`src/rtl/sb_pkg.sv`:
```
// -----------------------------------------------------------------------------
// sb_pkg
// Shared definitions for the parameterised switch block.
//
// Contents:
//   SEL_*          2-bit per-track route select encodings
//   SIDE_*         side index as laid out in the config word (left at the LSBs)
//   sb_state_t     configuration FSM states
//   cfg_bits()     active config width for a given track count
//   chain_len()    scan chain length (config plus optional parity bit)
//   cnt_width()    width of the shift counter (holds 0..chain_len+1)
//   *_side()       side-adjacency helpers used to build the routing muxes
//
// Optional feature macro: SB_CFG_PARITY_EN (adds one even-parity bit to the
// scan chain and makes the load check require correct parity).
// -----------------------------------------------------------------------------
package sb_pkg;

    localparam logic [1:0] SEL_STRAIGHT = 2'd0;
    localparam logic [1:0] SEL_CW       = 2'd1;
    localparam logic [1:0] SEL_CCW      = 2'd2;
    localparam logic [1:0] SEL_CLB      = 2'd3;

    // Side indices follow the config word layout {bottom, top, right, left},
    // not the clockwise ring order, so a side's field sits at index*2W.
    localparam int SIDE_LEFT   = 0;
    localparam int SIDE_RIGHT  = 1;
    localparam int SIDE_TOP    = 2;
    localparam int SIDE_BOTTOM = 3;

    typedef enum logic [1:0] {
        IDLE   = 2'd0,
        SHIFT  = 2'd1,
        CHECK  = 2'd2,
        COMMIT = 2'd3
    } sb_state_t;

    function automatic int cfg_bits(input int w);
        return 8 * w;
    endfunction

    function automatic int chain_len(input int w);
`ifdef SB_CFG_PARITY_EN
        return cfg_bits(w) + 1;
`else
        return cfg_bits(w);
`endif
    endfunction

    function automatic int cnt_width(input int w);
        return $clog2(chain_len(w) + 2);
    endfunction

    function automatic int opposite_side(input int s);
        case (s)
            SIDE_LEFT:  return SIDE_RIGHT;
            SIDE_RIGHT: return SIDE_LEFT;
            SIDE_TOP:   return SIDE_BOTTOM;
            default:    return SIDE_TOP;
        endcase
    endfunction

    // Clockwise ring is left -> top -> right -> bottom -> left.
    function automatic int cw_side(input int s);
        case (s)
            SIDE_LEFT:  return SIDE_TOP;
            SIDE_TOP:   return SIDE_RIGHT;
            SIDE_RIGHT: return SIDE_BOTTOM;
            default:    return SIDE_LEFT;
        endcase
    endfunction

    function automatic int ccw_side(input int s);
        case (s)
            SIDE_LEFT:  return SIDE_BOTTOM;
            SIDE_TOP:   return SIDE_LEFT;
            SIDE_RIGHT: return SIDE_TOP;
            default:    return SIDE_RIGHT;
        endcase
    endfunction

endpackage

```
`src/rtl/sb_cfg_ctrl.sv`:
```
// -----------------------------------------------------------------------------
// sb_cfg_ctrl
// Scan-loaded configuration controller for the switch block. Holds the scan
// shadow register, the shift counter, the load FSM and the active config.
// A load is only accepted when exactly chain_len bits were shifted (and, with
// SB_CFG_PARITY_EN defined, when the chain has even parity).
//
// Ports:
//   scan_clk   in   clock, all state on rising edge
//   rst_n      in   asynchronous active-low reset
//   scan_en    in   shift enable
//   scan_in    in   serial config input (enters at shadow MSB)
//   scan_out   out  serial config output (shadow LSB)
//   active     out  committed config word, cfg_bits(W) wide
//   cfg_valid  out  a config has been committed since reset
//   cfg_err    out  last load was rejected or violated the protocol
//   cfg_busy   out  load in progress (SHIFT, CHECK or COMMIT)
//
// Optional feature macro: SB_CFG_PARITY_EN.
// -----------------------------------------------------------------------------
module sb_cfg_ctrl
    import sb_pkg::*;
#(
    parameter int W = 4
) (
    input  logic                   scan_clk,
    input  logic                   rst_n,
    input  logic                   scan_en,
    input  logic                   scan_in,
    output logic                   scan_out,
    output logic [cfg_bits(W)-1:0] active,
    output logic                   cfg_valid,
    output logic                   cfg_err,
    output logic                   cfg_busy
);

    localparam int CFG_BITS  = cfg_bits(W);
    localparam int CHAIN_LEN = chain_len(W);
    localparam int CNT_W     = cnt_width(W);

    localparam logic [CNT_W-1:0] CNT_FULL = CNT_W'(CHAIN_LEN);
    localparam logic [CNT_W-1:0] CNT_MAX  = CNT_W'(CHAIN_LEN + 1);
    localparam logic [CNT_W-1:0] CNT_ONE  = CNT_W'(1);

    sb_state_t              state;
    sb_state_t              next_state;
    logic [CHAIN_LEN-1:0]   shadow;
    logic [CNT_W-1:0]       bit_cnt;

    logic                   do_shift;
    logic                   start_load;
    logic                   set_err;
    logic                   do_commit;
    logic                   check_ok;

    // The counter saturates one past the chain length, so any overlong load
    // stays distinguishable from an exact one no matter how long it runs.
`ifdef SB_CFG_PARITY_EN
    assign check_ok = (bit_cnt == CNT_FULL) && !(^shadow);
`else
    assign check_ok = (bit_cnt == CNT_FULL);
`endif

    always_ff @(posedge scan_clk or negedge rst_n) begin
        if (!rst_n) begin
            state <= IDLE;
        end else begin
            state <= next_state;
        end
    end

    // Shifting is only legal in IDLE and SHIFT; scan_en seen in CHECK or
    // COMMIT aborts the load with an error instead of shifting.
    always_comb begin
        next_state = state;
        do_shift   = 1'b0;
        start_load = 1'b0;
        set_err    = 1'b0;
        do_commit  = 1'b0;
        case (state)
            IDLE: begin
                if (scan_en) begin
                    next_state = SHIFT;
                    do_shift   = 1'b1;
                    start_load = 1'b1;
                end
            end
            SHIFT: begin
                if (scan_en) begin
                    do_shift = 1'b1;
                end else begin
                    next_state = CHECK;
                end
            end
            CHECK: begin
                if (scan_en || !check_ok) begin
                    set_err    = 1'b1;
                    next_state = IDLE;
                end else begin
                    next_state = COMMIT;
                end
            end
            COMMIT: begin
                next_state = IDLE;
                if (scan_en) begin
                    set_err = 1'b1;
                end else begin
                    do_commit = 1'b1;
                end
            end
            default: begin
                next_state = IDLE;
            end
        endcase
    end

    // The entry shift from IDLE loads the counter with 1 directly so that it
    // counts as the first shift of the new load.
    always_ff @(posedge scan_clk or negedge rst_n) begin
        if (!rst_n) begin
            shadow    <= '0;
            bit_cnt   <= '0;
            active    <= '0;
            cfg_valid <= 1'b0;
            cfg_err   <= 1'b0;
        end else begin
            if (do_shift) begin
                shadow <= {scan_in, shadow[CHAIN_LEN-1:1]};
            end
            if (start_load) begin
                bit_cnt <= CNT_ONE;
            end else if (do_shift && (bit_cnt != CNT_MAX)) begin
                bit_cnt <= bit_cnt + CNT_ONE;
            end
            if (start_load) begin
                cfg_err <= 1'b0;
            end else if (set_err) begin
                cfg_err <= 1'b1;
            end
            if (do_commit) begin
                active    <= shadow[CFG_BITS-1:0];
                cfg_valid <= 1'b1;
            end
        end
    end

    assign scan_out = shadow[0];
    assign cfg_busy = (state != IDLE);

endmodule

```
`src/rtl/switch_block_param.sv`:
```
// -----------------------------------------------------------------------------
// switch_block_param
// Parameterised FPGA-style switch block. Each outgoing track picks, via a
// 2-bit scan-loaded select, the opposite side's same track, a rotated track
// of the clockwise neighbour, a mirrored track of the counter-clockwise
// neighbour, or (top track of left/right only) the adjacent CLB output.
// Routing is purely combinational from the committed config; all outputs are
// held at 0 until a config has been committed.
//
// Parameter:
//   CHANNEL_ONEWAY_WIDTH  tracks per direction per side (2..16)
// Ports:
//   scan_clk, rst_n                   clock, async active-low reset
//   scan_en, scan_in, scan_out        serial config interface
//   left/right/top/bottom_in  [W]     incoming tracks
//   left/right/top/bottom_out [W]     outgoing tracks
//   left_clb_in, right_clb_in         CLB outputs injected on track W-1
//   cfg_valid, cfg_err, cfg_busy      config status
//
// Optional feature macro: SB_CFG_PARITY_EN (even-parity bit on the chain).
// -----------------------------------------------------------------------------
module switch_block_param
    import sb_pkg::*;
#(
    parameter int CHANNEL_ONEWAY_WIDTH = 4
) (
    input  logic                            scan_clk,
    input  logic                            rst_n,
    input  logic                            scan_en,
    input  logic                            scan_in,
    output logic                            scan_out,
    input  logic [CHANNEL_ONEWAY_WIDTH-1:0] left_in,
    input  logic [CHANNEL_ONEWAY_WIDTH-1:0] right_in,
    input  logic [CHANNEL_ONEWAY_WIDTH-1:0] top_in,
    input  logic [CHANNEL_ONEWAY_WIDTH-1:0] bottom_in,
    output logic [CHANNEL_ONEWAY_WIDTH-1:0] left_out,
    output logic [CHANNEL_ONEWAY_WIDTH-1:0] right_out,
    output logic [CHANNEL_ONEWAY_WIDTH-1:0] top_out,
    output logic [CHANNEL_ONEWAY_WIDTH-1:0] bottom_out,
    input  logic                            left_clb_in,
    input  logic                            right_clb_in,
    output logic                            cfg_valid,
    output logic                            cfg_err,
    output logic                            cfg_busy
);

    localparam int W        = CHANNEL_ONEWAY_WIDTH;
    localparam int CFG_BITS = cfg_bits(W);

    logic [CFG_BITS-1:0]  active;
    logic [3:0][W-1:0]    side_in;
    logic [3:0][W-1:0]    side_out;
    logic [3:0]           side_clb;

    sb_cfg_ctrl #(
        .W (W)
    ) u_cfg_ctrl (
        .scan_clk  (scan_clk),
        .rst_n     (rst_n),
        .scan_en   (scan_en),
        .scan_in   (scan_in),
        .scan_out  (scan_out),
        .active    (active),
        .cfg_valid (cfg_valid),
        .cfg_err   (cfg_err),
        .cfg_busy  (cfg_busy)
    );

    assign side_in[SIDE_LEFT]   = left_in;
    assign side_in[SIDE_RIGHT]  = right_in;
    assign side_in[SIDE_TOP]    = top_in;
    assign side_in[SIDE_BOTTOM] = bottom_in;

    // Top and bottom have no CLB neighbour; their SEL_CLB setting drives 0.
    assign side_clb = {1'b0, 1'b0, right_clb_in, left_clb_in};

    assign left_out   = side_out[SIDE_LEFT];
    assign right_out  = side_out[SIDE_RIGHT];
    assign top_out    = side_out[SIDE_TOP];
    assign bottom_out = side_out[SIDE_BOTTOM];

    // One 4:1 mux per outgoing track. Source sides and track indices are
    // resolved at elaboration, so each mux sees only four fixed wires.
    for (genvar s = 0; s < 4; s++) begin : g_side
        for (genvar i = 0; i < W; i++) begin : g_trk
            localparam int OPP     = opposite_side(s);
            localparam int CW      = cw_side(s);
            localparam int CCW     = ccw_side(s);
            localparam int CW_TRK  = (i + 1) % W;
            localparam int CCW_TRK = W - 1 - i;
            localparam bit HAS_CLB = (i == W - 1) &&
                                     ((s == SIDE_LEFT) || (s == SIDE_RIGHT));

            logic [1:0] sel;
            logic       trk;

            assign sel = active[s*2*W + 2*i +: 2];

            always_comb begin
                trk = 1'b0;
                if (cfg_valid) begin
                    case (sel)
                        SEL_STRAIGHT: trk = side_in[OPP][i];
                        SEL_CW:       trk = side_in[CW][CW_TRK];
                        SEL_CCW:      trk = side_in[CCW][CCW_TRK];
                        SEL_CLB:      trk = HAS_CLB ? side_clb[s] : 1'b0;
                        default:      trk = 1'b0;
                    endcase
                end
            end

            assign side_out[s][i] = trk;
        end
    end

endmodule
```
`config.mk`:
```
export PLATFORM = sky130hd
export DESIGN_NAME = switch_block_param
export DESIGN_NICKNAME = d
export VERILOG_FILES = /design/src/rtl/sb_pkg.sv /design/src/rtl/sb_cfg_ctrl.sv /design/src/rtl/switch_block_param.sv
export SDC_FILE = /design/constraint.sdc
export NUM_CORES = 1
export LEC_CHECK = 0
export BUFFER_PORTS_ARGS = -buffer_cell sky130_fd_sc_hd__buf_4
export CAP_MARGIN = 20
export CELL_PAD_IN_SITES_DETAIL_PLACEMENT = 1
export CELL_PAD_IN_SITES_GLOBAL_PLACEMENT = 1
export CORE_ASPECT_RATIO = 1.25
export CORE_UTILIZATION = 48
export CTS_BUF_LIST = sky130_fd_sc_hd__clkbuf_8 sky130_fd_sc_hd__clkbuf_16
export DETAILED_ROUTE_END_ITERATION = 7
export MAX_ROUTING_LAYER = met4
export PLACE_DENSITY_LB_ADDON = 0.2
export SLEW_MARGIN = 20
export SYNTH_ARGS = -nofsm -noshare
export SYNTH_HDL_FRONTEND = slang
export SYNTH_SLANG_ARGS = --single-unit
export TNS_END_PERCENT = 50
```
`constraint.sdc`:
```
create_clock -name scan_clk -period 2 [get_ports scan_clk]
set_input_delay 0.4 -clock scan_clk [delete_from_list [all_inputs] [get_ports scan_clk]]
set_output_delay 0.4 -clock scan_clk [all_outputs]
set_load 0.02 [all_outputs]
```
==> metrics.cfg, run 1 <==
[clocking]
cts_buffer_depth = 2
cts_max_level = 3
cts_buffers = 9
cts_tree = done
cts-root-buf = clkbuf_8
clk_latency_ns = 0.35
hold_buffers = 0
cts.sinks = 74
clk_pin_slew_ns = 0.08

[setup_path]
ff2ff_path_depth = 3
cp_max_fo = 2
rr_endpoint = u_cfg_ctrl.bit_cnt[0]
worst_path_largest_cell_delay_ns = 0.51
cp_top_family = multiplexers
end_kind = primary output
reg2reg_from = u_cfg_ctrl.state[1]
crit_chain = mux4_2 > and2_4 > buf_6
path_class = flip-flop to primary output
cp.required_ns = 1.60
rrSetupSlack_ns = 0.37
critPathSlowestCell = mux4_2
cp_data_arrival_time_ns = 1.54
startpoint_type = flip-flop
crit_buf_inv = 1

[finish]
fin_nets = 325
syn_to_final_growth_pct = 15.0
final_area_sq_mm = 0.00424
fin_cells = 397
drive_gt1_frac = 0.446
n_antenna_cell = 0

[synth]
yosys.area_share.simple = 0.0926
synth_edf_count = 0
synth_seq_cells = 74
ys.flop_type = dfrtp_1
synth_common_cells = dfrtp_1 (74), mux2_4 (43), mux2_2 (21)
yosys-top-cells-area = dfrtp_1 (50%), mux2_4 (18%), mux2_2 (6.4%)
async_flop_share = 1.00
synth_compound_area_frac = 0.0394
synth_top_area_share = 0.502
synth_top_family_by_area = multiplexers
ys_seq_area_frac = 0.502
synth_warnings = 0
synth.most_common_cell = dfrtp_1
syn-num-nets = 292
yosys.area.top_type = dfrtp_1
synth_cells = 267
syn_area_sq_mm = 0.00369
synthMuxAreaShare = 0.295
synth_cell_types = 35
syn_area_per_cell_sq_um = 13.8
synthAdderAreaFrac = 0.0102
synthXorXnorAreaFrac = 0

[global_route]
grt_pass1_wl_um = 12600
grt_max_degree = 39
grt_pass1_vias = 2344
grt_overflow = 0
grtUsageTotal = 0.220
antenna_found_initial = 0

[routing]
post-route-drc-count = 0
drtIter0Drc = 88
totalWireLength_um = 7630
wl_per_cell_um = 19.2
dr.pass1.iters = 3
viasPerCell = 5.44
final_antenna_net_count = 0
via_count = 2161

[power_and_ir_drop]
power_density_mw_per_mm2 = 1240
p_leak_uw = 0.00207
p_total_uw = 5270
irDropWorstVdd_mv = 0.493

[timing]
min_period_ns = 1.94
hold-worst-slack_ns = 0.00901
maxSlewViolCount = 0
period_share = 0.968
tightest_slew_ns = 0.623
max_freq_ghz = 0.517
finalHoldViolations = 0
finalSetupViolCount = 0
skew_ns = 0.00727
relSlewSlack = 0.584
rsz0062_at_grt = yes

[placement]
dp.final_hpwl_um = 5320
io_buffers = 41
post-place-cells = 379
dpl_cell_area_sq_mm = 0.00398
place.gp.congestion = 0.774

[floorplanning]
die_h_um = 100
dieWidth_um = 80.4
top_level_ports = 42
core_area_sq_mm = 0.00740
die_area_sq_mm = 0.00804
start_util = 0.498
row_count = 35

[run]
drv_cap = 0

[run_status]
status = complete, no violations

[hold_path]
hp-class = input port to asynchronous set/reset pin

==> power by group <==
part	switching, uW	internal (uW)	total [uW]
Clock	563	828	1390
Combinational	549	925	1470
Sequential	459	1940	2400
==> metal layers <==
metal	vias to the layer above	global-route usage	wire, um
li1	997	-	-
met1	1105	0.273	3310
met2	45	0.345	3810
met3	14	0.0473	290
met4	0	0.0962	216
met5	-	-	0
==> logic make-up after synthesis <==
logic type / after synthesis
DFF: 74
muxes: 82
and+or+nand+nor: 52
AOI/OAI and AO/OA: 25
buffers and inverters: 31
adders and majority gates: 3
==> cell usage in the layout, fill, tap and decap left out, drive strengths merged, types with 3 or more instances in the layout <==
cell and n:
nand2 9, inv 6, dfrtp 74, ha 3, buf 47, nand3 4, or4 3, nand3b 13
bufinv 3, clkbuf 9, o21ai 17, clkinv 4, mux2i 15, mux2 65, and2 16
==> area by class of cell <==
| class | instances | area (sq um) |
|---|---|---|
| multi-input cells | 162 | 1620 |
| fillers | 730 | 3160 |
| repair buffers | 47 | 394 |
| inverters | 6 | 22.5 |
| flip-flops and latches | 74 | 1850 |
| clock buffers | 9 | 124 |
| well taps | 92 | 115 |
| clock inverters | 7 | 118 |
==> state kept, by name (all words and copies together), names as in the netlist <==
signal                cells
u_cfg_ctrl.cfg_valid      1
u_cfg_ctrl.bit_cnt        6
u_cfg_ctrl.cfg_err        1
u_cfg_ctrl.state          2
u_cfg_ctrl.active        32
u_cfg_ctrl.shadow        32
==> how the worst max path moves through the flow <==
stage                                      from            to  cells after the start
after detailed placement           bottom_in[0]  right_out[3]                      4
after global placement               left_in[3]  right_out[3]                      4
after floorplan                     left_clb_in   left_out[3]                      3
after global routing      u_cfg_ctrl.active[15]  right_out[3]                      3
after CTS                 u_cfg_ctrl.active[15]  right_out[3]                      3
final                     u_cfg_ctrl.active[15]  right_out[3]                      3
==> through the flow <==
step / setup TNS, ns / worst slack [ns] / utilization
global placement: 0 / 0.340 / 0.537
detailed placement: 0 / 0.304 / 0.537
CTS: 0 / 0.0102 / 0.571
finish: 0 / 0.0639 / 0.573
floorplan: 0 / 0.465 / -
global route: -0.00126 / -0.00126 / 0.573
==> what timing repair did <==
item	CTS	global route
resized for setup	0	2
endpoints found under the setup margin	1	2
setup buffers	1	1
(Power assumes the default switching activity.)
==> run 2, diff against run 1 <==
--- a/config.mk
+++ b/config.mk
@@ -7,10 +7,10 @@
 export LEC_CHECK = 0
 export BUFFER_PORTS_ARGS = -buffer_cell sky130_fd_sc_hd__buf_4
 export CAP_MARGIN = 20
-export CELL_PAD_IN_SITES_DETAIL_PLACEMENT = 1
-export CELL_PAD_IN_SITES_GLOBAL_PLACEMENT = 1
+export CELL_PAD_IN_SITES_DETAIL_PLACEMENT = 0
+export CELL_PAD_IN_SITES_GLOBAL_PLACEMENT = 2
 export CORE_ASPECT_RATIO = 1.25
-export CORE_UTILIZATION = 48
+export CORE_UTILIZATION = 41
 export CTS_BUF_LIST = sky130_fd_sc_hd__clkbuf_8 sky130_fd_sc_hd__clkbuf_16
 export DETAILED_ROUTE_END_ITERATION = 7
 export MAX_ROUTING_LAYER = met4
==> metrics.cfg, run 2 (synthesized netlist as in run 1, its figures left out) <==
[routing]
wl_per_cell_um = 16.5  ; -14%
dr.pass1.iters = 4  ; +1
post-route-drc-count = 0  ; unchanged
drtIter0Drc = 74  ; -16%
viasPerCell = 5.00  ; -8.2%
via_count = 2123  ; -1.8%
final_antenna_net_count = 0  ; unchanged
totalWireLength_um = 7000  ; -8.2%

[global_route]
antenna_found_initial = 0  ; unchanged
grt_pass1_wl_um = 11600  ; -7.6%
grtUsageTotal = 0.174  ; -0.0456
grt_max_degree = 34  ; -13%
grt_pass1_vias = 2166  ; -7.6%
grt_overflow = 0  ; unchanged

[timing]
min_period_ns = 1.91  ; -0.0224 ns
finalSetupViolCount = 0  ; unchanged
relSlewSlack = 0.704  ; +0.120
max_freq_ghz = 0.523  ; +1.2%
finalHoldViolations = 0  ; unchanged
period_share = 0.957  ; -0.0112
rsz0062_at_grt = no
tns_ns = 0  ; unchanged
tightest_slew_ns = 0.444  ; -0.180 ns
maxSlewViolCount = 0  ; unchanged
skew_ns = 0.00771  ; +0.000438 ns

[run]
drv_cap = 0  ; unchanged

[clocking]
cts_tree = done
cts.sinks = 74  ; unchanged
clk_pin_slew_ns = 0.08  ; about the same
cts-root-buf = clkbuf_8
cts_buffers = 9  ; unchanged
cts_max_level = 3  ; unchanged
clk_latency_ns = 0.35  ; about the same
cts_buffer_depth = 2  ; unchanged

[setup_path]
ff2ff_path_depth = 3  ; unchanged
crit_chain = mux4_2 > and2_1 > buf_4
end_kind = primary output
critPathSlowestCell = mux4_2
cp.required_ns = 1.60  ; about the same
path_class = flip-flop to primary output
cp_max_fo = 2  ; unchanged
startpoint_type = flip-flop
cp_data_arrival_time_ns = 1.51  ; -0.03 ns
worst_path_largest_cell_delay_ns = 0.49  ; -0.02 ns

[finish]
layout_commonest_cell = dfrtp_1
fin_nets = 325  ; unchanged
drive_gt1_frac = 0.436  ; -0.00984
n_antenna_cell = 0  ; unchanged
final_cell_mix = dfrtp_1 (73), mux2_4 (43), buf_4 (43)
fin_cells = 425  ; +7.1%
reg_top3 = u_cfg_ctrl.active x32, u_cfg_ctrl.shadow x32, u_cfg_ctrl.bit_cnt x6
syn_to_final_growth_pct = 14.3

[floorplanning]
die_h_um = 108  ; +8.0%
dieWidth_um = 86.8  ; +8.0%
start_util = 0.424  ; -0.0744
top_level_ports = 42  ; unchanged
die_area_sq_mm = 0.00938  ; +17%
row_count = 38  ; +8.6%
core_area_sq_mm = 0.00870  ; +18%

[placement]
place.gp.congestion = 0.753  ; -2.8%
post-place-cells = 407  ; +7.4%
io_buffers = 41  ; unchanged
dp.final_hpwl_um = 4890  ; -8.0%

[hold_path]
hp-class = input port to flip-flop
hold_path_depth = 2

[run_status]
status = complete, no violations

[power_and_ir_drop]
p_leak_uw = 0.00204  ; -1.1%
irDropWorstVdd_mv = 0.383  ; -22%
power_density_mw_per_mm2 = 1150  ; -7.2%

==> run 2: cell types whose count changed in the layout (fill, tap and decap cells not counted), moves of 2 or more <==
cell       previous run  this run
inv_1                 6         8
clkbuf_8              9        12
bufinv_16             3         0
clkinv_4              2         0
==> run 2: per-layer routing <==
metal  up-vias  global-route usage  part of all wire
li1       1002                   -                 -
met1      1072               0.217              0.46
met2        39               0.271              0.49
met3        10              0.0366             0.030
met4         0              0.0821             0.018
met5         -                   -                 0
==> run 2: worst paths after layout <==
| kind | from | end | slack (ns) |
|---|---|---|---|
| max reg2reg | u_cfg_ctrl.bit_cnt[2] | u_cfg_ctrl.bit_cnt[0] | 0.43 |
| max in group asynchronous | rst_n | u_cfg_ctrl.active[17] | 0.89 |
| min reg2reg | u_cfg_ctrl.state[1] | u_cfg_ctrl.state[1] | 0.53 |
| min | scan_en | u_cfg_ctrl.state[1] | 0.28 |
| max | u_cfg_ctrl.active[15] | right_out[3] | 0.09 |
| min in group asynchronous | rst_n | u_cfg_ctrl.active[24] | 0.49 |
==> run 2: worst max-delay path: cells and delay by family (launching register included) <==
kind | cells | cell delay (ns)
multiplexers | 1 | 0.49
buffers and inverters | 1 | 0.15
flip-flops | 1 | 0.37
AND/OR/NAND/NOR | 1 | 0.16
==> run 2: power breakdown <==
part	switching, uW	total (uW)	internal [uW]
registers	433	2380	1940
logic	504	1410	907
clock network	529	1070	540
==> run 2: cell type report <==
type,count,area [sq um]
multi-input cells,162,1610
clock inverters,4,17.5
fillers,794,4490
clock buffers,12,165
flip-flops and latches,74,1850
inverters,6,22.5
repair buffers,47,393
well taps,120,150
==> run 2: through the flow <==
stage	power [uW]	hold slack, ns	utilization	instance area [sq um]	setup WS (ns)
after CTS	4940	0.256	0.483	4210	0.0438
final	4860	0.280	0.484	4210	0.0863
after detailed placement	3850	0.328	0.461	4010	0.330
after global placement	3820	0.324	0.461	4010	0.338
after global routing	5170	0.261	0.484	4210	0.0146
after floorplan	3490	0.104	-	3690	0.465
==> run 2: timing repair <==
| action | CTS | global route |
|---|---|---|
| gates resized for setup | 0 | 1 |
| hold buffers | 1 | 0 |
| endpoints found under the hold margin | 22 | 0 |
| endpoints found under the setup margin | 0 | 2 |
| buffers inserted | 0 | 1 |
==> run 3, diff against run 2 <==
--- a/config.mk
+++ b/config.mk
@@ -10,6 +10,7 @@
 export CELL_PAD_IN_SITES_DETAIL_PLACEMENT = 0
 export CELL_PAD_IN_SITES_GLOBAL_PLACEMENT = 2
 export CORE_ASPECT_RATIO = 1.25
+export CORE_MARGIN = 4
 export CORE_UTILIZATION = 41
 export CTS_BUF_LIST = sky130_fd_sc_hd__clkbuf_8 sky130_fd_sc_hd__clkbuf_16
 export DETAILED_ROUTE_END_ITERATION = 7
==> metrics.cfg, run 3 (synthesized netlist as in run 1, its figures left out) <==
[run_status]
status = complete, no violations

[timing]
period_share = 0.969  ; +0.0124
tightest_slew_ns = 0.573  ; +0.130 ns
maxSlewViolCount = 0  ; unchanged
min_period_ns = 1.94  ; +0.0247 ns
tns_ns = 0  ; unchanged
finalSetupViolCount = 0  ; unchanged
relSlewSlack = 0.618  ; -0.0865
skew_ns = 0.0118  ; +0.00412 ns
finalWorstSetupSlack_ns = 0.0616  ; -0.0247 ns
rsz0062_at_grt = no
hold-worst-slack_ns = 0.290  ; +0.00924 ns
finalHoldViolations = 0  ; unchanged
max_freq_ghz = 0.516  ; -1.3%

[routing]
drtIter0Drc = 64  ; -14%
final_antenna_net_count = 0  ; unchanged
via_count = 2081  ; -2.0%
wl_per_cell_um = 16.5  ; +0.46%
dr.pass1.iters = 4  ; unchanged
post-route-drc-count = 0  ; unchanged
totalWireLength_um = 7030  ; +0.46%
viasPerCell = 4.90  ; -2.0%

[setup_path]
end_kind = primary output
cp_data_arrival_time_ns = 1.54  ; +0.03 ns
ff2ff_path_depth = 3  ; unchanged
cp.required_ns = 1.60  ; about the same
path_class = flip-flop to primary output
cp_max_fo = 2  ; unchanged
startpoint_type = flip-flop

[floorplanning]
die_h_um = 114  ; +5.6%
die_area_sq_mm = 0.0106  ; +13%
row_count = 38  ; unchanged
top_level_ports = 42  ; unchanged
dieWidth_um = 92.8  ; +6.9%
start_util = 0.421  ; -0.00230
core_area_sq_mm = 0.00875  ; +0.55%

[global_route]
antenna_found_initial = 0  ; unchanged
grt_overflow = 0  ; unchanged
grt_max_degree = 48  ; +41%
grt_pass1_vias = 2206  ; +1.8%
grtUsageTotal = 0.146  ; -0.0284
grt_pass1_wl_um = 11500  ; -1.5%

[clocking]
clk_pin_slew_ns = 0.08  ; about the same
cts_tree = done
cts.sinks = 74  ; unchanged
cts_max_level = 3  ; unchanged
cts_buffer_depth = 2  ; unchanged
cts-root-buf = clkbuf_8
cts-resized-gates = 0  ; unchanged
clk_latency_ns = 0.34  ; about the same
cts_buffers = 9  ; unchanged

[hold_path]
hp-class = input port to flip-flop
hold_path_depth = 2  ; unchanged

[placement]
place_ws_ns = 0.317  ; -0.0129 ns
io_buffers = 41  ; unchanged
dp.final_hpwl_um = 4990  ; +1.9%
place.gp.congestion = 0.704  ; -6.4%

[power_and_ir_drop]
comb_power_share = 0.281  ; -0.010
p_seq_frac = 0.469  ; -0.020
power_density_mw_per_mm2 = 1190  ; +3.3%
clkPwrFrac = 0.250  ; +0.030
intPower_uw = 3550  ; +4.7%
net-switching-power_uw = 1510  ; +2.7%
p_total_uw = 5050  ; +4.1%
switching_share = 0.298  ; -0.00403
p_leak_uw = 0.00205  ; +0.13%
irDropWorstVdd_mv = 0.419  ; +9.4%

[finish]
final_cell_mix = dfrtp_1 (74), mux2_4 (43), buf_4 (43)
n_fill_cell = 832  ; +4.8%
drive_gt1_frac = 0.436  ; unchanged
layout_commonest_cell = dfrtp_1
reg_top3 = u_cfg_ctrl.active x32, u_cfg_ctrl.shadow x32, u_cfg_ctrl.bit_cnt x6
syn_to_final_growth_pct = 15.2
final_util = 0.485  ; +0.00109
n_antenna_cell = 0  ; unchanged
fin_nets = 325  ; unchanged

[run]
drv_cap = 0  ; unchanged

==> run 3: cell count changes in the layout (fill, tap and decap cells not counted) <==
cell / previous run / this run
bufinv_16: 0 / 2
clkbuf_8: 12 / 9
clkinv_2: 2 / 1
clkinvlp_4: 0 / 2
dfrtp_1: 73 / 74
dfrtp_2: 1 / 0
inv_1: 8 / 7
inv_6: 0 / 1
==> run 3: routing by layer <==
metal  routed length, um  GRT usage  vias up
met5                   0          -        -
met3                 316     0.0310        7
li1                    -          -      997
met4                 112     0.0557        0
met1                3120      0.176     1038
met2                3480      0.240       39
==> run 3: critical path, cell delays in order, from the launching register on <==
cell	delay [ns]
dfrtp_1	0.39
mux4_2	0.50
and2_1	0.16
buf_4	0.15
==> run 3: area by class of cell <==
class | instances | area (sq um) | area share
flip-flops and latches | 74 | 1850 | 0.436
well taps | 120 | 150 | 0.0354
repair buffers | 47 | 393 | 0.0925
inverters | 6 | 22.5 | 0.00530
clock inverters | 7 | 92.6 | 0.0218
clock buffers | 9 | 124 | 0.0292
multi-input cells | 162 | 1610 | 0.380
==> run 3: power groups by stage <==
| stage | registers, uW | logic, uW | clock network (uW) |
|---|---|---|---|
| 2_1_floorplan | 2250 | 1240 | 0 |
| 5_1_grt | 2440 | 1540 | 1380 |
| 4_1_cts | 2380 | 1450 | 1310 |
| 3_3_place_gp | 2400 | 1420 | 0 |
| 3_5_place_dp | 2410 | 1440 | 0 |
| 6_report | 2370 | 1420 | 1260 |
==> run 3: through the flow <==
step	cells	cell area [sq um]
floorplan	267	3690
global placement	407	4010
detailed placement	407	4010
CTS	424	4240
global route	425	4250
finish	425	4250
==> run 3: timing repair <==
item / in CTS / in global routing
setup endpoints to repair: 0 / 1
endpoints found under the hold margin: 27 / 0
buffers inserted: 0 / 1
hold buffers: 1 / 0
==> run 3: final timing paths <==
| check | slack [ns] | end | from |
|---|---|---|---|
| worst min-delay path | 0.29 | u_cfg_ctrl.shadow[31] | scan_in |
| max in group asynchronous | 0.92 | u_cfg_ctrl.shadow[2] | rst_n |
| worst max register to register | 0.45 | u_cfg_ctrl.bit_cnt[0] | u_cfg_ctrl.bit_cnt[2] |
| min in group asynchronous | 0.51 | u_cfg_ctrl.active[24] | rst_n |
| worst min register to register | 0.52 | u_cfg_ctrl.state[1] | u_cfg_ctrl.state[1] |
| worst max-delay path | 0.06 | right_out[3] | u_cfg_ctrl.active[15] |
